<file path="src/rtl/keypad_pkg.sv">
// keypad_pkg: FSM states, key-code constants and default parameters shared by the keypad scanner files.
package keypad_pkg;
  typedef enum logic [1:0] {S_SCAN, S_DEBOUNCE, S_HELD, S_RELEASE} state_t;
  localparam logic [3:0] KEY_STAR = 4'd10;
  localparam logic [3:0] KEY_HASH = 4'd11;
  localparam logic [3:0] KEY_NONE = 4'd15;
  localparam int DEF_SETTLE = 2;
  localparam int DEF_DEBOUNCE = 4;
  localparam int DEF_REPEAT_CYCLES = 64;
endpackage

</file>
<file path="src/rtl/keypad_code_lut.sv">
// keypad_code_lut: column/row position to key code; digits run row-major, bottom row is *, 0, #.
module keypad_code_lut import keypad_pkg::*; (
  input  logic [1:0] col,
  input  logic [1:0] row,
  output logic [3:0] code
);
  always_comb code = row == 2'd3 ? (col == 2'd0 ? KEY_STAR : col == 2'd1 ? 4'd0 : KEY_HASH)
                                 : {2'b00, row} * 4'd3 + {2'b00, col} + 4'd1;
endmodule

</file>
<file path="src/rtl/keypad_scanner.sv">
// keypad_scanner: 3x4 matrix keypad scanner with debounce, one-cycle valid pulse and key-down level.
// Define KEYPAD_REPEAT_EN to re-pulse V every REPEAT_CYCLES cycles while a key stays held.
module keypad_scanner import keypad_pkg::*; #(
  parameter int SETTLE        = DEF_SETTLE,
  parameter int DEBOUNCE      = DEF_DEBOUNCE,
  parameter int REPEAT_CYCLES = DEF_REPEAT_CYCLES
) (
  input  logic       CLK,
  input  logic       rst,
  input  logic       R0,
  input  logic       R1,
  input  logic       R2,
  input  logic       R3,
  output logic       C0,
  output logic       C1,
  output logic       C2,
  output logic       V,
  output logic [3:0] N,
  output logic       Kd
);
  if (SETTLE < 1 || SETTLE > 15 || DEBOUNCE < 1 || DEBOUNCE > 15 || REPEAT_CYCLES < 1) begin : g_bad_param
    $error("keypad_scanner: parameter out of range");
  end
  state_t     state;
  logic [2:0] cols, nxt;
  logic [3:0] rows, pat, dwell, cnt, code;
  assign rows = {R3, R2, R1, R0};
  assign {C2, C1, C0} = cols;
  assign nxt = {cols[1:0], cols[2]};
  // pat is one-hot once latched, so the row index is a plain encode of it
  keypad_code_lut u_lut (
    .col ({cols[2], cols[1]}),
    .row ({pat[3] | pat[2], pat[3] | pat[1]}),
    .code(code)
  );
`ifdef KEYPAD_REPEAT_EN
  localparam int RW = $clog2(REPEAT_CYCLES + 1);
  logic [RW-1:0] rep;
`endif
  always_ff @(posedge CLK or negedge rst)
    if (!rst) begin
      state <= S_SCAN;
      cols  <= 3'b001;
      dwell <= '0;
      cnt   <= '0;
      pat   <= '0;
      V     <= 1'b0;
      N     <= KEY_NONE;
      Kd    <= 1'b0;
`ifdef KEYPAD_REPEAT_EN
      rep   <= '0;
`endif
    end else begin
      V <= 1'b0;
      case (state)
        S_SCAN:
          if (dwell != 4'(SETTLE - 1)) dwell <= dwell + 4'd1;
          else begin
            dwell <= '0;
            if ($onehot(rows)) begin
              pat   <= rows;
              cnt   <= '0;
              state <= S_DEBOUNCE;
            end else cols <= nxt;
          end
        S_DEBOUNCE:
          if (rows != pat) begin
            cnt   <= '0;
            cols  <= nxt;
            state <= S_SCAN;
          end else if (cnt == 4'(DEBOUNCE - 1)) begin
            cnt   <= '0;
            V     <= 1'b1;
            N     <= code;
            Kd    <= 1'b1;
            state <= S_HELD;
`ifdef KEYPAD_REPEAT_EN
            rep   <= '0;
`endif
          end else cnt <= cnt + 4'd1;
        S_HELD:
          if (rows == 4'd0) begin
            cnt   <= '0;
            state <= S_RELEASE;
          end
`ifdef KEYPAD_REPEAT_EN
          else if (rep == RW'(REPEAT_CYCLES - 1)) begin
            V   <= 1'b1;
            rep <= '0;
          end else rep <= rep + 1'b1;
`endif
        S_RELEASE:
          if (rows != 4'd0) begin
            cnt   <= '0;
            state <= S_HELD;
`ifdef KEYPAD_REPEAT_EN
            rep   <= '0;
`endif
          end else if (cnt == 4'(DEBOUNCE - 1)) begin
            cnt   <= '0;
            Kd    <= 1'b0;
            cols  <= nxt;
            state <= S_SCAN;
          end else cnt <= cnt + 4'd1;
        default: state <= S_SCAN;
      endcase
    end
endmodule

</file>
<file path="config.mk">
export PLATFORM = sky130hd
export DESIGN_NAME = keypad_scanner
export DESIGN_NICKNAME = d
export VERILOG_FILES = /design/src/rtl/keypad_pkg.sv /design/src/rtl/keypad_code_lut.sv /design/src/rtl/keypad_scanner.sv
export SDC_FILE = /design/constraint.sdc
export NUM_CORES = 1
export LEC_CHECK = 0
export CORE_MARGIN = 3
export CORE_UTILIZATION = 55
export DETAILED_ROUTE_END_ITERATION = 8
export GPL_ROUTABILITY_DRIVEN = 1
export GPL_TIMING_DRIVEN = 0
export PLACE_DENSITY = 0.78
export SYNTH_ARGS = -nofsm -noshare
export SYNTH_HDL_FRONTEND = slang
export SYNTH_HIERARCHICAL = 1
export SYNTH_SLANG_ARGS = --single-unit
export TNS_END_PERCENT = 20
</file>
<file path="constraint.sdc">
create_clock -name CLK -period 3.6 [get_ports CLK]
set_input_delay 1.08 -clock CLK [delete_from_list [all_inputs] [get_ports CLK]]
set_output_delay 1.08 -clock CLK [all_outputs]
set_load 0.01 [all_outputs]
</file>
* After elaboration in Yosys (flattened, before gate mapping)
Cells that the tools add are included.
Storage, ports and cells: flip-flop bits (word level) 23, latch bits 0, memory bits (writable) 0, memory bits (read-only) 0, bits of input ports 6, output and inout port bits 9, word-level logic and storage cells 85, memories 0
Operators by class: add/subtract/negate cells 7, multiply operators 1, div/mod/pow operators 0, $lt $le $gt $ge 0, eq/ne operators 20, shift operators 0, muxes and demuxes 33, bitwise gates (word level) 4, reductions and logical operators 12
Operators with widths (number):
- 4-bit two-way mux | 10
- 2-bit inequality test (second input constant) | 9
- 4-bit case mux with 4 select lines | 1
- 3-bit two-way mux | 5
- 2-bit two-way mux | 7
- 4-bit by 1-bit adder with 4-bit output (second input constant) | 3
- 5-bit AND reduction | 2
- 3-bit case mux with 3 select lines | 1
- 3-bit AND reduction | 3
- 2-bit case mux with 4 select lines | 1
- 1-bit two-way mux | 7
- 2-bit equality test (second input constant) | 3
- 3-bit inequality test (second input constant) | 2
- 6-bit AND reduction | 1
- 1-bit by 1-bit adder with 2-bit output | 2
- 4-bit by 2-bit adder with 4-bit output | 1
- 2-bit by 1-bit equality test with 1-bit output (second input constant) | 2
- 4-bit by 2-bit equality test with 1-bit output (second input constant) | 1
- 2-bit zero test | 2
- 4-bit zero test | 1
- 2-bit by 2-bit multiplier with 4-bit output (second input constant) | 1
- 4-bit by 1-bit inequality test with 1-bit output (second input constant) | 1
- 4-bit inequality test | 1
- 4-bit nonzero test | 1
- 7 further kinds | 9

* Depth between registers and ports, before layout
Gate-level depths: netlist (run 1).
depth after elaboration 6, depth in mapped cells 9, gate-level depth less buffers 9

* Modules after synthesis
Netlist (run 1), hierarchy kept.
By module, submodules not included:
- keypad_scanner | instances 1, cells an instance 101, area each 1181.1 µm², sequential area each 581.8 µm²
- keypad_code_lut | instances 1, cells an instance 16, area each 176.4 µm², sequential area each 0.0 µm²

* Worst setup path before layout (run 1)
OpenSTA, ideal clock, no wires.
path kind in2reg, start input R0, end register cols[1], library setup time 128 ps, arrival time 2948 ps, required time 3472 ps, setup slack 525 ps, stages 9, path buffers 0, path through inv_1 fa_1 inv_1 ha_1 ha_1 nor3b_1 o21ai_2 o211ai_2 mux2_1
Between the ends: word-level cells in the longest chain between the ends 5, elaborated cells on any way between the ends 9, classes of those cells add/sub: 2; eq/ne: 5; reduce/logical: 2
RTL lines:
- from (decl) | line keypad_scanner.sv:10 | input logic R0,
- 1-bit by 1-bit adder with 2-bit output (implied by the code) | line keypad_scanner.sv:60 | if ($onehot(rows)) begin
- 2-bit by 2-bit adder with 3-bit output (implied by the code) | line keypad_scanner.sv:60
- 3-bit by 1-bit equality test with 1-bit output | line keypad_scanner.sv:60
- 2-bit inequality test (no source line)
- 6-bit AND reduction (no source line) (*)
- to (signal assigned) | line keypad_scanner.sv:64 | end else cols <= nxt;
- to (signal assigned) | line keypad_scanner.sv:69 | cols <= nxt;
- to (signal assigned) | line keypad_scanner.sv:102 | cols <= nxt;
- to (decl) | line keypad_scanner.sv:25 | logic [2:0] cols, nxt;
Every way passes the cells marked *; elsewhere a longest branch is shown, timed or not. A chain may end at the register's enable or synchronous reset.

* Worst setup path in the final report (run 1)
Ends and elaborated chain as after synthesis.

==> metrics, run 1 <==
status complete, no violations; global-route wire length before repair 4240 µm; core area 0.00228 mm²; fraction of post-synthesis cell area in the top cell type by area 33.2%; storage element area 582 µm²; r2r worst-path depth 6; WHS Endpoint pat[0]; # IOs 15; final setup fails 0; vias per cell 5.74; Max Fclk 0.287 GHz; Cell variety after synth 38; Final Skew 0.00138 ns; GRT Resource Usage Total 17.2%; clock slew at reported path FFs 0.12 ns; Clock Root Buffer clkbuf_4; Synth warnings 6; H-tree levels 1; largest net degree at the start of global routing 24; Required @ worst endpoint 3.80 ns; Crit Reg-Reg Endpoint N[3]; VDD IR-drop max 423 µV; IO buf count 14; pre-CTS worst setup slack -0.222 ns; gpl congestion 0.857; CTS tree yes; Max clock buf depth 2; drt total wl 2440 µm; nets@finish 153; final slew viol count 0; placed cells 159; Startpoint Class primary input; Seq/Total Area, Yosys 42.9%; cts bufs inserted 3; Tmin final 3.48 ns; CP Capture Type flop; flop2flop setup slack 1.23 ns; row cnt 17; hold path depth 2; Area Growth Syn to Fin 15.3%; Worst Hold Launch pat[0]; Die Y 55.7 µm; critical path type primary input to flop; iteration count of the initial detailed-routing pass 4; Hold Crit Class flop to flop; antenna violations before repair 0; fillers 179; DRC 0; Slew @ Worst Pin 1.04 ns; Synthesized Nets 134; Yosys reg bits 23; Arrival @ worst endpoint 3.68 ns; clk sinks 23; Leak Pwr 0.699 nW; Mapped Area 0.00136 mm²; Area contributors post-synth dfrtp_1 33%, dfstp_2 9.7%, ha_1 7.4%; worst skew pair latency 0.30 ns; routed length per instance 14.9 µm; first-iteration detailed-routing DRC count 20; Die X 55.7 µm; TNS Setup 0 ns; Final WS setup 0.120 ns; commonest non-fill, non-tap cell in the layout dfrtp_1; Vias 936; Die ar. 0.00310 mm²; leading area contributor after synthesis dfrtp_1; Slew HR 30.6%; most frequent cells in the layout 18 x dfrtp_1, 14 x clkdlybuf4s50_1, 8 x nor2_1, 8 x o21ai_0, 8 x ha_1; initial core utilization 59.6%; antenna viol nets, final 0; Cells after Synth 117; Synth Area per Inst 11.6 µm²; Worst Path Max Fanout 3; Ant. Diodes 0; Crit Reg-Reg Startpoint pat[1]; max cap viols 0; Pwr per Cell Area 586 mW/mm²; global route total overflow 0; Final Cycle Share 96.7%; ratio of cells with drive above 1 in the final layout 21.5%; Hold Fails Final Rpt 0; post-DP HPWL 1900 µm; RSZ-0062 raised after global routing false; Final Instance Count excl. Fillers 163; vias in the first global route 997; footprint of the multi-input gates 749 µm²
-- power breakdown --
group / switching, W / total [W] / internal, W
clock: 0.0000757 / 0.000117 / 0.0000415
sequential: 0.0000401 / 0.000335 / 0.000295
combinational: 0.000240 / 0.000465 / 0.000224
-- cell families after synthesis --
| family | count (synthesis) | share of synthesized area [%] |
|---|---|---|
| buffers and inverters | 8 | 2.30 |
| adder cells (fa/ha/maj) | 11 | 11.8 |
| XOR/XNOR | 9 | 5.81 |
| AND/OR/NAND/NOR | 36 | 17.1 |
| multiplexers | 9 | 7.46 |
| AO/OA/AOI/OAI | 21 | 12.6 |
| flip-flops | 23 | 42.9 |
-- synthesized netlist by cell type --
cell type	count
xor2_1	2
a2111oi_4	1
xnor2_1	7
o21ai_1	1
nor3_1	2
a22o_1	3
ha_1	8
nand3_1	3
nor3_4	1
nand4bb_1	1
nor2_1	8
or4b_1	1
nor4b_1	2
o22a_1	1
mux2_1	3
or2_2	3
o221a_2	1
nor4bb_1	1
a32o_1	1
and3b_1	1
o211ai_2	1
dfstp_2	5
a21oi_1	1
mux2_2	6
nor3b_1	1
o21ai_0	8
inv_1	7
fa_1	3
nand4bb_2	1
nor3_2	1
nand2_1	7
and3_1	1
o21ai_2	2
a21o_1	1
dfrtp_1	18
nand4_2	1
nand2b_1	1
buf_2	1
-- per-stage QoR --
stage | total power [W] | hold slack, ns | utilization, % | cell area [µm²]
6_report | 0.000917 | 0.529 | 68.8 | 1570
2_1_floorplan | 0.000705 | 0.470 | - | 1360
5_1_grt | 0.000993 | 0.562 | 68.8 | 1570
3_5_place_dp | 0.000808 | 0.505 | 67.3 | 1530
3_3_place_gp | 0.000774 | 0.482 | 67.3 | 1530
4_1_cts | 0.000927 | 0.534 | 68.6 | 1560
-- critical path, cell delays in order --
cell and delay, ns:
clkdlybuf4s50_1 0.50, inv_1 0.09, fa_1 0.54, inv_1 0.04
ha_1 0.18, ha_1 0.29, nor3b_1 0.38, o21ai_2 0.12
o211ai_2 0.12, mux2_1 0.35
-- flip-flops by register name (all words and copies together) (netlist names) --
signal and count:
Kd 1, N 4, V 1, cnt 4, cols 3, dwell 4, pat 4, state 2
-- worst max-delay path by stage --
| stage | from | endpoint | cells after the start |
|---|---|---|---|
| global placement | R0 | pat[2] | 9 |
| floorplan | R0 | cols[1] | 9 |
| finish | R0 | cols[1] | 10 |
| CTS | R0 | pat[2] | 9 |
| global route | R3 | cols[1] | 10 |
| detailed placement | R0 | pat[2] | 9 |
-- metal layers --
layer	share of wire, %	global-route usage, %
met1	43	19.5
met2	54	32.4
met3	2.5	2.09
met4	0.66	6.60
met5	0	0
-- area by class of cell --
| class | count | area share (%) |
|---|---|---|
| clock buffers | 3 | 1.44 |
| multi-input cells | 86 | 47.9 |
| well taps | 28 | 2.24 |
| flip-flops and latches | 23 | 37.2 |
| inverters | 7 | 1.68 |
| clock inverters | 1 | 0.320 |
| repair buffers | 14 | 8.95 |
| plain buffers | 1 | 0.320 |
-- what timing repair did --
action	in CTS	in global routing
setup endpoints to repair	0	1
hold buffers	0	0
setup buffers	0	0
gates resized for setup	0	1
endpoints found under the hold margin	0	0
(Power assumes the default switching activity.)
==> run 2, diff against run 1 <==
--- a/config.mk
+++ b/config.mk
@@ -7,6 +7,7 @@
 export LEC_CHECK = 0
 export CORE_MARGIN = 3
 export CORE_UTILIZATION = 55
+export CTS_CLUSTER_DIAMETER = 120
 export DETAILED_ROUTE_END_ITERATION = 8
 export GPL_ROUTABILITY_DRIVEN = 1
 export GPL_TIMING_DRIVEN = 0
==> constraint.sdc (replaced) <==
create_clock -name CLK -period 4.2 [get_ports CLK]
set_input_delay 1.26 -clock CLK [delete_from_list [all_inputs] [get_ports CLK]]
set_output_delay 1.26 -clock CLK [all_outputs]
set_load 0.01 [all_outputs]
==> metrics, run 2 (synthesized netlist as in run 1, its figures left out) <==
Area Growth Syn to Fin 14.9%; CTS tree yes; Die X 55.7 µm; VDD IR-drop max 364 µV; Hold Fails Final Rpt 0; worst skew pair latency 0.31 ns; antenna viol nets, final 0; global-route wire length before repair 4240 µm; routed length per instance 15.0 µm; gpl congestion 0.857; post-CTS resize count 0; Hold Crit Class flop to flop; antenna violations before repair 0; IO buf count 14; cell area after layout 0.00156 mm²; vias per cell 5.79; core area 0.00228 mm²; Slew HR 29.4%; Vias 943; Post-CTS Hold Fix Bufs 0; drt total wl 2440 µm; met1 usage 19.5%; most frequent cells in the layout 18 x dfrtp_1, 14 x clkdlybuf4s50_1, 8 x nor2_1, 8 x o21ai_0, 8 x ha_1; final slew viol count 0; worst setup path endpoint pat[2]; iteration count of the initial detailed-routing pass 4; clock slew at reported path FFs 0.12 ns; Max Fclk 0.271 GHz; Required @ worst endpoint 4.40 ns; H-tree levels 1; Final Skew 0.00137 ns; Top delay family on crit path adder cells; status complete, no violations; flop2flop setup slack 1.83 ns; slowest CP cell fa_1; Pwr per Cell Area 502 mW/mm²; RSZ-0062 raised after global routing false; max cap viols 0; end-of-flow core utilization 68.6%; # IOs 15; global route total overflow 0; ratio of cells with drive above 1 in the final layout 20.7%; grt met2 use 32.4%; Most Used Layer, Global Route met2; crit-path cells clkdlybuf4s50_1 > inv_1 > fa_1 > inv_1 > ha_1 > ha_1 > nor3b_1 > nand3_1 > mux2_2; crit-path max cell delay 0.54 ns; critical path buffer and inverter count 3; critical path type primary input to flop; Crit Reg-Reg Startpoint pat[1]; post-DP HPWL 1900 µm; nets@finish 153; final setup fails 0; cts bufs inserted 3; Die Y 55.7 µm; Post-DP Area 0.00153 mm²; commonest non-fill, non-tap cell in the layout dfrtp_1; post-CTS setup buffer count 0; Ant. Diodes 0; first-iteration detailed-routing DRC count 20; Slew @ Worst Pin 1.06 ns; Final Cycle Share 87.7%; GRT Resource Usage Total 17.2%; Crit Reg-Reg Endpoint N[3]; Leak Pwr 0.698 nW; Worst Path Max Fanout 7; TNS Setup 0 ns; Die ar. 0.00310 mm²; Clock Root Buffer clkbuf_4; vias in the first global route 997; largest net degree at the start of global routing 24; critical path depth 9; GR Util met3 2.09%; Arrival @ worst endpoint 3.89 ns; Startpoint Class primary input; initial core utilization 59.6%; CP Capture Type flop; Max clock buf depth 2; DRC 0; clk sinks 23; row cnt 17; r2r worst-path depth 6; Worst setup startpoint R0; Tmin final 3.68 ns
==> run 2: cell counts in the layout (fill, tap and decap cells not counted) <==
Identical to the previous run, type by type.
==> run 2: worst reg2reg max path: cells and delay by family, from the launching register on <==
kind	cells	cell delay [ns]
simple gates	2	0.42
compound gates	1	0.33
mux	1	0.26
fa+ha+maj	2	0.87
flops	1	0.42
==> run 2: stage by stage <==
| stage | hold WS [ns] | instances | setup WS (ns) | total power, W |
|---|---|---|---|---|
| 2_1_floorplan | 0.470 | 117 | 0.945 | 0.000604 |
| 3_3_place_gp | 0.482 | 159 | 0.265 | 0.000664 |
| 3_5_place_dp | 0.505 | 159 | 0.198 | 0.000692 |
| 4_1_cts | 0.534 | 163 | 0.536 | 0.000794 |
| 5_1_grt | 0.562 | 163 | 0.395 | 0.000849 |
| 6_report | 0.529 | 163 | 0.516 | 0.000783 |
==> run 2: per-layer routing <==
layer,wire length (µm),vias up
met2,1290,12
met3,65,2
met1,1070,474
met5,0,-
met4,16,0
li1,-,455
==> run 2: how the worst min path moves through the flow <==
stage / startpoint / to / slack, ns / depth (start not counted)
5_1_grt: dwell[3] / dwell[3] / 0.56 / 1
4_1_cts: pat[0] / pat[0] / 0.53 / 2
2_1_floorplan: pat[0] / pat[0] / 0.47 / 2
3_3_place_gp: pat[0] / pat[0] / 0.48 / 2
6_report: pat[0] / pat[0] / 0.53 / 2
3_5_place_dp: pat[0] / pat[0] / 0.50 / 2
==> run 2: layout make-up <==
cell class | count | area [µm²]
inverters | 7 | 26.3
clock buffers | 3 | 22.5
plain buffers | 1 | 5.00
flip-flops and latches | 23 | 582
repair buffers | 14 | 140
well taps | 28 | 35.0
multi-input cells | 86 | 744
clock inverters | 1 | 5.00
fillers | 180 | 716
==> run 2: power by group <==
group,internal [W],switching [W]
sequential,0.000252,0.0000338
clock,0.0000355,0.0000646
combinational,0.000192,0.000205
